[config.mk]
export PLATFORM = sky130hd
export DESIGN_NAME = load_use_hazard_unit
export DESIGN_NICKNAME = d
export VERILOG_FILES = /design/src/rtl/core_pkg.sv /design/src/rtl/load_use_hazard_unit_rs_use_decode.sv /design/src/rtl/load_use_hazard_unit.sv
export SDC_FILE = /design/constraint.sdc
export NUM_CORES = 1
export LEC_CHECK = 0
export BUFFER_PORTS_ARGS = -buffer_cell sky130_fd_sc_hd__buf_2
export CAP_MARGIN = 10
export CORE_AREA = 2 2 39 41
export DETAILED_ROUTE_END_ITERATION = 16
export DIE_AREA = 0 0 41 43
export PLACE_DENSITY_LB_ADDON = 0.25
export SYNTH_ARGS = -nofsm -noshare
export SYNTH_HDL_FRONTEND = slang
export SYNTH_SLANG_ARGS = --single-unit
[constraint.sdc]
create_clock -name clk -period 1.8 [get_ports clk]
set_clock_uncertainty 0.15 [all_clocks]
set_input_delay 0.36 -clock clk [delete_from_list [all_inputs] [get_ports clk]]
set_output_delay 0.36 -clock clk [all_outputs]
set_load 0.1 [all_outputs]
[src/rtl/core_pkg.sv]
// -----------------------------------------------------------------------------
// core_pkg
//
// Purpose : Shared types and constants for the 5-stage RISC-V core that the
//           load-use hazard unit relies on: RV32I base opcodes, the hazard
//           sequencer state type and the width of its cycle down-counter.
//
// Contents:
//   OPCODE_*          7-bit RV32I major opcodes (instr[6:0])
//   hazard_state_t    HZ_RUN / HZ_LOAD_STALL / HZ_FLUSH
//   HZ_CNT_W          width of the stall/flush remaining-cycle counter
//   HZ_CNT_MAX        largest value the counter can hold
//   hz_reload()       converts a total cycle count into a counter reload value
// -----------------------------------------------------------------------------
package core_pkg;

    // RV32I major opcodes.
    localparam logic [6:0] OPCODE_LOAD   = 7'b000_0011;
    localparam logic [6:0] OPCODE_OPIMM  = 7'b001_0011;
    localparam logic [6:0] OPCODE_AUIPC  = 7'b001_0111;
    localparam logic [6:0] OPCODE_STORE  = 7'b010_0011;
    localparam logic [6:0] OPCODE_OP     = 7'b011_0011;
    localparam logic [6:0] OPCODE_LUI    = 7'b011_0111;
    localparam logic [6:0] OPCODE_BRANCH = 7'b110_0011;
    localparam logic [6:0] OPCODE_JALR   = 7'b110_0111;
    localparam logic [6:0] OPCODE_JAL    = 7'b110_1111;

    // Hazard sequencer state, exported on hz_state_op for debug.
    typedef enum logic [1:0] {
        HZ_RUN        = 2'd0,
        HZ_LOAD_STALL = 2'd1,
        HZ_FLUSH      = 2'd2
    } hazard_state_t;

    // The counter holds the cycles still to go after the current one, so a
    // 3-bit counter covers sequences of up to 7 cycles in total.
    localparam int unsigned HZ_CNT_W   = 3;
    localparam int unsigned HZ_CNT_MAX = (1 << HZ_CNT_W) - 1;

    // Total sequence length -> counter value loaded in the first cycle.
    // The first cycle is the one that raises the request, hence the -1.
    function automatic logic [HZ_CNT_W-1:0] hz_reload(input int unsigned total_cycles);
        int unsigned rem;
        rem = (total_cycles > 0) ? total_cycles - 1 : 0;
        return HZ_CNT_W'(rem);
    endfunction

endpackage : core_pkg

[src/rtl/load_use_hazard_unit_rs_use_decode.sv]
// -----------------------------------------------------------------------------
// rs_use_decode
//
// Purpose : Combinational decode of which source-register fields an RV32I
//           instruction actually reads. Formats without rs1/rs2 still carry
//           bits in those positions (immediates), and comparing them against a
//           load destination would raise false load-use stalls.
//
// Ports   :
//   opcode_i    in  7  opcode (instr[6:0]) of the instruction in ID
//   rs1_used_o  out 1  instruction reads rs1
//   rs2_used_o  out 1  instruction reads rs2
// -----------------------------------------------------------------------------
module rs_use_decode
    import core_pkg::*;
(
    input  logic [6:0] opcode_i,
    output logic       rs1_used_o,
    output logic       rs2_used_o
);

    always_comb begin
        // NOTE: every output gets a default before the case so that no path
        // leaves it unassigned; an unassigned path in always_comb infers a latch.
        rs1_used_o = 1'b0;
        rs2_used_o = 1'b0;
        case (opcode_i)
            OPCODE_OP: begin
                rs1_used_o = 1'b1;
                rs2_used_o = 1'b1;
            end
            OPCODE_STORE,
            OPCODE_BRANCH: begin
                rs1_used_o = 1'b1;
                rs2_used_o = 1'b1;
            end
            OPCODE_OPIMM,
            OPCODE_LOAD,
            OPCODE_JALR: begin
                rs1_used_o = 1'b1;
            end
            // LUI, AUIPC, JAL and anything unrecognised read no registers.
            default: begin
                rs1_used_o = 1'b0;
                rs2_used_o = 1'b0;
            end
        endcase
    end

endmodule : rs_use_decode

[src/rtl/load_use_hazard_unit.sv]
// -----------------------------------------------------------------------------
// load_use_hazard_unit
//
// Purpose : ID-stage stall/flush sequencer for the 5-stage RISC-V core. Decides
//           whether the ID instruction may enter ID/EX and drives the hold,
//           bubble and flush controls of PC, IF/ID and ID/EX. Three sources:
//             - load-use hazards that forwarding cannot cover,
//             - control flushes from FWD_Control (flush_en_op),
//             - data-memory wait states, which freeze the whole pipe.
//           Priority each cycle: reset > dmem stall > flush > load-use.
//
// Parameters:
//   LOAD_STALL_CYCLES  total cycles ID is held per load-use hazard (1..7)
//   FLUSH_CYCLES       total cycles of IF/ID flush per flush request (1..7)
//
// Ports   :
//   clk                 in  1   core clock, all state on the rising edge
//   reset               in  1   synchronous, active-high
//   id_instr_opcode_ip  in  7   opcode of the instruction in ID
//   id_rs1_ip           in  5   rs1 field of the instruction in ID
//   id_rs2_ip           in  5   rs2 field of the instruction in ID
//   ex_mem_read_ip      in  1   ID/EX instruction is a load
//   ex_dest_ip          in  5   destination register of the ID/EX instruction
//   flush_en_ip         in  1   flush request from FWD_Control
//   dmem_stall_ip       in  1   data memory not ready, freeze everything
//   pc_hold_op          out 1   PC keeps its value
//   if_id_hold_op       out 1   IF/ID keeps its value
//   if_id_flush_op      out 1   IF/ID is loaded with a NOP
//   id_ex_bubble_op     out 1   ID/EX is loaded with a NOP
//   global_hold_op      out 1   every pipeline register holds
//   hz_state_op         out 2   current sequencer state (debug)
//
// Build option HAZARD_PERF_CNT_EN adds two saturating 32-bit counters:
//   load_stall_cnt_op   out 32  cycles with a load-use bubble
//   flush_cnt_op        out 32  cycles with a flush bubble
// -----------------------------------------------------------------------------
module load_use_hazard_unit
    import core_pkg::*;
#(
    parameter int unsigned LOAD_STALL_CYCLES = 1,
    parameter int unsigned FLUSH_CYCLES      = 1
) (
    input  logic          clk,
    input  logic          reset,
    input  logic [6:0]    id_instr_opcode_ip,
    input  logic [4:0]    id_rs1_ip,
    input  logic [4:0]    id_rs2_ip,
    input  logic          ex_mem_read_ip,
    input  logic [4:0]    ex_dest_ip,
    input  logic          flush_en_ip,
    input  logic          dmem_stall_ip,
    output logic          pc_hold_op,
    output logic          if_id_hold_op,
    output logic          if_id_flush_op,
    output logic          id_ex_bubble_op,
    output logic          global_hold_op,
`ifdef HAZARD_PERF_CNT_EN
    output logic [31:0]   load_stall_cnt_op,
    output logic [31:0]   flush_cnt_op,
`endif
    output hazard_state_t hz_state_op
);

    localparam logic [HZ_CNT_W-1:0] LOAD_RELOAD  = hz_reload(LOAD_STALL_CYCLES);
    localparam logic [HZ_CNT_W-1:0] FLUSH_RELOAD = hz_reload(FLUSH_CYCLES);

    hazard_state_t         state_q, state_d;
    logic [HZ_CNT_W-1:0]   cnt_q, cnt_d;

    logic rs1_used;
    logic rs2_used;
    logic hazard;

    // ------------------------------------------------------------------------
    // Load-use detection
    // ------------------------------------------------------------------------
    rs_use_decode u_rs_use_decode (
        .opcode_i   (id_instr_opcode_ip),
        .rs1_used_o (rs1_used),
        .rs2_used_o (rs2_used)
    );

    // x0 is hardwired to zero, so a load targeting it never creates a hazard.
    assign hazard = ex_mem_read_ip && (ex_dest_ip != 5'd0) &&
                    ((rs1_used && (id_rs1_ip == ex_dest_ip)) ||
                     (rs2_used && (id_rs2_ip == ex_dest_ip)));

    // ------------------------------------------------------------------------
    // Next state and outputs
    // ------------------------------------------------------------------------
    always_comb begin
        state_d         = state_q;
        cnt_d           = cnt_q;
        pc_hold_op      = 1'b0;
        if_id_hold_op   = 1'b0;
        if_id_flush_op  = 1'b0;
        id_ex_bubble_op = 1'b0;
        global_hold_op  = 1'b0;

        if (reset) begin
            // Outputs stay 0; the register process performs the actual reset.
            state_d = HZ_RUN;
            cnt_d   = '0;
        end else if (dmem_stall_ip) begin
            // Freeze: state and counter keep their values, and the frozen
            // upstream logic re-presents flush/hazard once memory is ready.
            global_hold_op = 1'b1;
        end else if (flush_en_ip) begin
            // A flush wins over a load stall in progress: the stalled
            // instruction is on the wrong path anyway.
            if_id_flush_op  = 1'b1;
            id_ex_bubble_op = 1'b1;
            if (FLUSH_CYCLES > 1) begin
                state_d = HZ_FLUSH;
                cnt_d   = FLUSH_RELOAD;
            end else begin
                state_d = HZ_RUN;
                cnt_d   = '0;
            end
        end else begin
            case (state_q)
                HZ_RUN: begin
                    if (hazard) begin
                        pc_hold_op      = 1'b1;
                        if_id_hold_op   = 1'b1;
                        id_ex_bubble_op = 1'b1;
                        if (LOAD_STALL_CYCLES > 1) begin
                            state_d = HZ_LOAD_STALL;
                            cnt_d   = LOAD_RELOAD;
                        end
                    end
                end

                HZ_LOAD_STALL: begin
                    // ID/EX already holds a bubble, so hazard is not re-checked.
                    pc_hold_op      = 1'b1;
                    if_id_hold_op   = 1'b1;
                    id_ex_bubble_op = 1'b1;
                    if (cnt_q <= 1) begin
                        state_d = HZ_RUN;
                        cnt_d   = '0;
                    end else begin
                        cnt_d = cnt_q - 1'b1;
                    end
                end

                HZ_FLUSH: begin
                    if_id_flush_op  = 1'b1;
                    id_ex_bubble_op = 1'b1;
                    if (cnt_q <= 1) begin
                        state_d = HZ_RUN;
                        cnt_d   = '0;
                    end else begin
                        cnt_d = cnt_q - 1'b1;
                    end
                end

                default: begin
                    state_d = HZ_RUN;
                    cnt_d   = '0;
                end
            endcase
        end
    end

    // ------------------------------------------------------------------------
    // State register
    // ------------------------------------------------------------------------
    always_ff @(posedge clk) begin
        // NOTE: non-blocking assignments here so every register samples the
        // pre-edge value of every other; blocking would create ordering races.
        if (reset) begin
            state_q <= HZ_RUN;
            cnt_q   <= '0;
        end else begin
            state_q <= state_d;
            cnt_q   <= cnt_d;
        end
    end

    assign hz_state_op = state_q;

`ifdef HAZARD_PERF_CNT_EN
    // ------------------------------------------------------------------------
    // Performance counters
    // ------------------------------------------------------------------------
    // A bubble without IF/ID flush can only come from a load-use stall; a
    // bubble with flush is always flush-driven. Neither is asserted during
    // reset or a memory freeze, so no extra qualification is needed.
    logic        load_bubble;
    logic        flush_bubble;
    logic [31:0] load_stall_cnt_q;
    logic [31:0] flush_cnt_q;

    assign load_bubble  = id_ex_bubble_op && !if_id_flush_op;
    assign flush_bubble = id_ex_bubble_op &&  if_id_flush_op;

    always_ff @(posedge clk) begin
        if (reset) begin
            load_stall_cnt_q <= '0;
            flush_cnt_q      <= '0;
        end else begin
            if (load_bubble && (load_stall_cnt_q != 32'hFFFF_FFFF)) begin
                load_stall_cnt_q <= load_stall_cnt_q + 32'd1;
            end
            if (flush_bubble && (flush_cnt_q != 32'hFFFF_FFFF)) begin
                flush_cnt_q <= flush_cnt_q + 32'd1;
            end
        end
    end

    assign load_stall_cnt_op = load_stall_cnt_q;
    assign flush_cnt_op      = flush_cnt_q;
`endif

endmodule : load_use_hazard_unit

==> impl_results.md, run 1 <==
* CP Launch Point: ex_dest_ip[1]
* Sequential-to-total area share from yosys stat at 0%
* Setup crit start kind: input pin
* Failing checks: setup timing
* Total Routed Length at 733 microns
* RD Place Congestion at 0.6309
* 1st-iter DRT viols at 0
* Total power at 161.4 uW
* Clock buffers at 0
* Final hold vios at 0
* Drt wl/cell at 9.049 microns
* Die area at 1763 sq um
* Dpl hpwl at 665 microns
* I/O pin total at 34
* P_leak at 0.0002891 uW
* RSZ-0062 raised after global routing: true
* Routed Antenna Nets at 0
* Worst Path Required at 1.29 ns
* Nets at 94
* Total GRT Usage at 9.218%
* Die span in x at 41 microns
* Mapped cell area at 254.0 sq um
* Post-CTS Hold Buffers at 0
* Vias in the first global route at 323
* Post-Synthesis Cells at 30
* Multi-input logic area at 299.0 sq um
* Status: finished with violations
* Util after Layout at 47.38%
* Post-CTS setup buffer count at 0
* Global-route wire length before repair at 1221 microns
* Crit path DAT at 1.47 ns
* Fin crit share at 110.0%
* Fmax at 505.2 MHz
* Count of cell types in the netlist at 20
* Critical path buffer and inverter count at 2
* DIE HEIGHT at 43 microns
* Worst stage delay on the critical path at 0.54 ns
* Synth area leader: xnor2_1
* Antenna violations before repair at 0
* Core Box Area at 1384 sq um
* Filler cell count at 136
* Gr ovfl total at 0
* Crit Path Max Fanout at 3
* CP Capture Type: output pin
* Largest net degree at the start of global routing at 4
* Setup violators final at 3
* Worst hold path type: in2out
* Layout Area Growth over Synthesis at 158.1%
* Master of the slowest instance on the critical path: or4_4
* Pwr/cell area at 246.1 nW/um^2
* DRC viols at 0
* CP Cell Sequence: buf_6 > or4_4 > o21ai_4 > o21bai_4 > buf_12
* Number of max-cap violations at 0
* Hold Path End: if_id_hold_op
* Period minus WS final at 1.980 ns
* Critical path's top delay family: simple AND/OR/NAND/NOR gates
* Fin area at 655.6 sq um
* Crit Path Class: in2out
* Ant. Diodes at 0
* Number of flip-flops and latches at 0
* Via Count at 342
* Setup WS post-layout at -0.1796 ns
* # rows at 14
* Warnings, synthesis at 0
* Max Slew Vio Count at 0
* Top post-synthesis cells by area: xnor2_1, xor2_1, a2111oi_4
* Hold Startpoint: flush_en_ip
* Synth top area share at 17.24%
* Worst VDD drop at 89.94 uV
* PortBufs at 31
* Mean Syn Cell Area at 8.466 sq um
* Starting density of the core at 18.35%
* Share of layout cells above drive strength 1 at 75.38%
* Sequential Area at 0 sq um
* Commonest cells in the synthesized netlist: xnor2_1, xor2_1, buf_4
* Hold path cells at 3
* First drt pass iteration count at 1
* DP Area at 556.8 sq um
* Vias per cell at 4.222
[tightest hold or removal path, cell delays in order]
cell and delay, ns:
buf_2 0.11, nor3_4 0.06, buf_12 0.16
[worst max-delay path by stage]
stage	endpoint	depth (start not counted)
3_3_place_gp	pc_hold_op	6
2_1_floorplan	pc_hold_op	5
4_1_cts	id_ex_bubble_op	7
5_1_grt	id_ex_bubble_op	7
6_report	id_ex_bubble_op	5
3_5_place_dp	pc_hold_op	6
[where the power goes]
group	switching (uW)	leakage, uW	internal [uW]	total, uW
sequential	0	0	0	0
clock	0	0	0	0
combinational	83.4	0.000289	77.9	161
total	83.4	0.000289	77.9	161
[logic make-up (layout without fill, tap and decap cells)]
| family | count (synthesis) | after routing | share of synthesized area, % |
|---|---|---|---|
| xor gates and xnor gates | 10 | 10 | 34.48 |
| buffers and inverters | 4 | 38 | 10.34 |
| AOI/OAI and AO/OA | 5 | 5 | 25.13 |
| and+or+nand+nor | 10 | 10 | 28.57 |
| other | 1 | 2 | 1.476 |
[layout by cell type (no fill, tap or decap), types with 2 or more instances in the layout]
| cell | n |
|---|---|
| buf_12 | 5 |
| buf_2 | 18 |
| buf_4 | 5 |
| buf_6 | 8 |
| conb_1 | 2 |
| xnor2_1 | 4 |
| xor2_1 | 4 |
[final cells by class]
| class | instances | share of cell area, % |
|---|---|---|
| timing repair buffer | 37 | 50.76 |
| multi-input combinational | 27 | 45.61 |
| tap | 16 | 3.053 |
| inverter | 1 | 0.5725 |
[metal layers]
metal  global-route usage, %  wire length, microns
met5                       0                     0
met4                       0                     0
met3                       0                    69
met2                   17.81                   430
met1                   11.18                   232
[per-stage QoR]
step	hold WS (ns)	cells	setup TNS (ns)	setup WS, ns
after global routing	0.9164	81	-0.6984	-0.2488
after CTS	0.9083	81	-0.5489	-0.2091
after global placement	0.9020	81	-0.9732	-0.3287
after detailed placement	0.8954	81	-1.030	-0.3508
final	0.9051	81	-0.5157	-0.1796
after floorplan	0.6809	31	-1.874	-0.8134
[repair_timing]
item / CTS / global route
setup endpoints to repair: 3 / 3
resized for setup: 17 / 4
pin swaps: 8 / 4
Note: power is estimated with default switching activity, not from simulation.
==> run 2, diff against run 1 <==
- TNS_END_PERCENT: unset -> 1
==> impl_results.md, run 2 (synthesis gave the netlist of run 1 again) <==
* Vias per cell at 4.220 (was 4.222)
* Sequential Area at 0 sq um (unchanged)
* Max Slew Vio Count at 0 (unchanged)
* PortBufs at 31 (unchanged)
* Most frequent cells in the layout: buf_2, buf_4, buf_6, buf_12, xnor2_1 (was buf_2, buf_6, buf_12, buf_4)
* # rows at 14 (unchanged)
* CP Capture Type: output pin (unchanged)
* Post-CTS setup buffer count at 0 (unchanged)
* DIE HEIGHT at 43 microns (unchanged)
* Crit Path Class: in2out (unchanged)
* Gr ovfl total at 0 (unchanged)
* Sum of negative setup slack at -0.6302 ns (was -0.5157 ns)
* Global-route wire length before repair at 1097 microns (was 1221 microns)
* RSZ-0062 raised after global routing: true (unchanged)
* Number of max-cap violations at 0 (unchanged)
* Via Count at 346 (was 342)
* P_leak at 0.0002844 uW (was 0.0002891 uW)
* Layout Area Growth over Synthesis at 151.7% (was 158.1%)
* Largest net degree at the start of global routing at 4 (unchanged)
* Fin area at 639.4 sq um (was 655.6 sq um)
* Cells after DPL at 82 (was 81)
* Routed Antenna Nets at 0 (unchanged)
* Commonest non-fill, non-tap cell in the layout: buf_2 (unchanged)
* Setup violators final at 3 (unchanged)
* Status: finished with violations (unchanged)
* Worst stage delay on the critical path at 0.31 ns (was 0.54 ns)
* CP Cell Sequence: buf_6 > xor2_2 > nor4_2 > a2bb2oi_2 > buf_4 > o21bai_4 > buf_12 (was buf_6 > or4_4 > o21ai_4 > o21bai_4 > buf_12)
* RD Place Congestion at 0.6462 (was 0.6309)
* Crit path DAT at 1.52 ns (was 1.47 ns)
* 1st-iter DRT viols at 0 (unchanged)
* Ant. Diodes at 0 (unchanged)
* Post-CTS Hold Buffers at 0 (unchanged)
* Vias in the first global route at 311 (was 323)
* Worst hold path type: in2out (unchanged)
* Number of flip-flops and latches at 0 (unchanged)
* Worst VDD drop at 102.0 uV (was 89.94 uV)
* Hold Startpoint: flush_en_ip (unchanged)
* I/O pin total at 34 (unchanged)
* Setup WS post-layout at -0.2270 ns (was -0.1796 ns)
* Drt wl/cell at 8.329 microns (was 9.049 microns)
* Antenna violations before repair at 0 (unchanged)
* Period minus WS final at 2.027 ns (was 1.980 ns)
* Nets at 95 (was 94)
* Starting density of the core at 18.35% (unchanged)
* Worst Path Required at 1.29 ns (about the same)
* Fin Hold WS at 0.9027 ns (was 0.9051 ns)
* CP Launch Point: id_rs2_ip[4] (was ex_dest_ip[1])
* DRC viols at 0 (unchanged)
* Dpl hpwl at 617.5 microns (was 665 microns)
* Die area at 1763 sq um (unchanged)
* Master of the slowest instance on the critical path: nor4_2 (was or4_4)
* First drt pass iteration count at 1 (unchanged)
* Pwr/cell area at 245.4 nW/um^2 (was 246.1 nW/um^2)
* Total GRT Usage at 8.200% (was 9.218%)
* Fmax at 493.3 MHz (was 505.2 MHz)
* DP Area at 561.8 sq um (was 556.8 sq um)
* Clock buffers at 0 (unchanged)
* Util after Layout at 46.20% (was 47.38%)
* Share of layout cells above drive strength 1 at 75.76% (was 75.38%)
* Core Box Area at 1384 sq um (unchanged)
* Fin crit share at 112.6% (was 110.0%)
* Die span in x at 41 microns (unchanged)
* Total Routed Length at 683 microns (was 733 microns)
* Final hold vios at 0 (unchanged)
* Setup crit start kind: input pin (unchanged)
* Crit Path Max Fanout at 2 (was 3)
* Failing checks: setup timing (unchanged)
* Finished Layout Cells at 82 (was 81)
run 2: area by class of cell:
cell class / count / area (sq um)
Fill cell: 141 / 744.5
Timing Repair Buffer: 38 / 311.5
Multi-Input combinational cell: 27 / 304.0
Tap cell: 16 / 20.02
Inverter: 1 / 3.754
run 2: power by group:
part	leakage (uW)	switching, uW	internal [uW]
Clock	0	0	0
Combinational	0.000284	83.5	73.5
Sequential	0	0	0
run 2: metrics by stage:
step / power (uW) / setup slack, ns
global route: 167.2 / -0.2775
global placement: 141.4 / -0.3217
floorplan: 78.49 / -0.8134
finish: 156.9 / -0.2270
detailed placement: 141.5 / -0.3393
CTS: 150.8 / -0.2199
run 2: worst paths after layout:
path                              end  cells past startpoint  slack [ns]
worst min-delay path       pc_hold_op                      3        0.90
worst max-delay path  id_ex_bubble_op                      7       -0.23
run 2: critical path, delay by kind of cell:
family                    cells  cell delay [ns]
AOI/OAI and AO/OA             2             0.24
buffers and inverters         3             0.44
and+or+nand+nor               1             0.31
xor gates and xnor gates      1             0.17
run 2: repair_timing:
action	in CTS	in global routing
setup endpoints to repair	3	3
hold endpoints to repair	0	0
pin swaps	8	5
gates resized for setup	8	7
run 2: per-layer routing:
layer  wire length, microns  share of wire, %  track usage (%)  up-vias
li1                       -                 -                -      174
met1                    201                29            9.206      154
met2                    409                60            15.94       18
met3                     72                11            1.047        0
met4                      0                 0                0        0
met5                      0                 0                0        -
==> run 3, diff against run 2 <==
==> constraint.sdc (replaced) <==
create_clock -name clk -period 1.8 [get_ports clk]
set_clock_uncertainty 0.15 [all_clocks]
set_input_delay 0.45 -clock clk [delete_from_list [all_inputs] [get_ports clk]]
set_output_delay 0.45 -clock clk [all_outputs]
set_load 0.1 [all_outputs]
==> impl_results.md, run 3 (synthesis gave the netlist of run 1 again) <==
* Status: finished with violations (unchanged)
* Failing checks: setup timing (unchanged)
* Pre-CTS setup slack at -0.5160 ns (was -0.3393 ns)
* Drt wl/cell at 8.244 microns (was 8.329 microns)
* Critical path's top delay family: buffers and inverters (unchanged)
* Setup WS post-layout at -0.3989 ns (was -0.2270 ns)
* Sequential Power Share at 0% (about the same)
* Gr ovfl total at 0 (unchanged)
* CP Capture Type: output pin (unchanged)
* Clock buffers at 0 (unchanged)
* Nets at 95 (unchanged)
* Master of the slowest instance on the critical path: nor4_2 (unchanged)
* Util after Layout at 45.75% (was 46.20%)
* Die area at 1763 sq um (unchanged)
* Vias in the first global route at 324 (was 311)
* Critical path buffer and inverter count at 3 (unchanged)
* P_leak at 0.0002823 uW (was 0.0002844 uW)
* Via Count at 343 (was 346)
* Starting density of the core at 18.35% (unchanged)
* Die span in x at 41 microns (unchanged)
* Sum of negative setup slack at -1.172 ns (was -0.6302 ns)
* 1st-iter DRT viols at 0 (unchanged)
* Worst stage delay on the critical path at 0.30 ns (was 0.31 ns)
* Final hold vios at 0 (unchanged)
* Clk pwr share at 0% (about the same)
* Post-CTS setup buffer count at 0 (unchanged)
* Global-route wire length before repair at 1179 microns (was 1097 microns)
* Total Routed Length at 676 microns (was 683 microns)
* Worst VDD drop at 83.27 uV (was 102.0 uV)
* Fmax at 454.8 MHz (was 493.3 MHz)
* Combinational cell fraction of total power at 100.0% (about the same)
* Total GRT Usage at 8.809% (was 8.200%)
* Worst hold path type: in2out (unchanged)
* First drt pass iteration count at 1 (unchanged)
* Dpl hpwl at 616 microns (was 617.5 microns)
* Number of flip-flops and latches at 0 (unchanged)
* Max Slew Vio Count at 0 (unchanged)
* CP Cell Sequence: buf_6 > xor2_2 > nor4_2 > a2bb2oi_2 > buf_4 > o21bai_4 > buf_12 (unchanged)
* Vias per cell at 4.183 (was 4.220)
* Ant. Diodes at 0 (unchanged)
* Worst Path Required at 1.20 ns (was 1.29 ns)
* Setup crit start kind: input pin (unchanged)
* # rows at 14 (unchanged)
* PortBufs at 31 (unchanged)
* Core Box Area at 1384 sq um (unchanged)
* Psw at 83.20 uW (was 83.48 uW)
* Crit Path Max Fanout at 2 (unchanged)
* Share of layout cells above drive strength 1 at 75.76% (unchanged)
* Crit Path Class: in2out (unchanged)
* Fin crit share at 122.2% (was 112.6%)
* RD Place Congestion at 0.6462 (unchanged)
* Setup violators final at 3 (unchanged)
* Switching fraction of total power at 53.59% (was 53.19%)
* Number of max-cap violations at 0 (unchanged)
* Sequential Area at 0 sq um (unchanged)
* DRC viols at 0 (unchanged)
* Routed Antenna Nets at 0 (unchanged)
* Antenna violations before repair at 0 (unchanged)
* Commonest non-fill, non-tap cell in the layout: buf_2 (unchanged)
* DIE HEIGHT at 43 microns (unchanged)
* Post-CTS Hold Buffers at 0 (unchanged)
* Pwr/cell area at 245.2 nW/um^2 (was 245.4 nW/um^2)
* I/O pin total at 34 (unchanged)
* Fin Hold WS at 1.083 ns (was 0.9027 ns)
* Largest net degree at the start of global routing at 4 (unchanged)
* Layout Area Growth over Synthesis at 149.3% (was 151.7%)
* Period minus WS final at 2.199 ns (was 2.027 ns)
* Crit path DAT at 1.60 ns (was 1.52 ns)
* Internal power at 72.05 uW (was 73.45 uW)
* Most frequent cells in the layout: buf_2, buf_4, buf_12 (was buf_2, buf_4, buf_6, buf_12, xnor2_1)
* RSZ-0062 raised after global routing: true (unchanged)
==> run 3: cell counts in the layout (fill, tap and decap cells not counted) <==
No cell type changed its count.
==> run 3: worst min-delay path: stages <==
cell and delay [ns]:
buf_2 0.11, nor3_4 0.06, buf_12 0.16
==> run 3: power groups by stage <==
stage	clock network, uW	logic [uW]	registers (uW)
6_report	0	155	0
5_1_grt	0	166	0
4_1_cts	0	153	0
3_5_place_dp	0	141	0
3_3_place_gp	0	141	0
2_1_floorplan	0	78.5	0
==> run 3: area by class of cell <==
cell class	instances	area, sq um
repair buffers	38	305.3
fillers	145	750.7
well taps	16	20.02
inverters	1	3.754
multi-input cells	27	304.0
==> run 3: final timing paths <==
| check | start | endpoint | depth (start not counted) |
|---|---|---|---|
| max | id_rs2_ip[3] | id_ex_bubble_op | 7 |
| min | flush_en_ip | pc_hold_op | 3 |
==> run 3: per-stage QoR <==
stage	cells	cell area, sq um	power (uW)
after floorplan	31	294.0	78.49
after global placement	82	561.8	141.4
after detailed placement	82	561.8	141.4
after CTS	82	619.3	153.5
after global routing	82	633.1	166.1
final	82	633.1	155.2
==> run 3: layer usage <==
metal,global-route usage [%],vias to the layer above,share of wire (%)
li1,-,174,-
met1,10.51,151,31
met2,16.56,18,59
met3,1.047,0,10
met4,0,0,0
met5,0,-,0
==> run 3: what timing repair did <==
action	CTS	global route
pin swaps	8	4
hold endpoints to repair	0	0
resized for setup	10	2
endpoints found under the setup margin	3	4
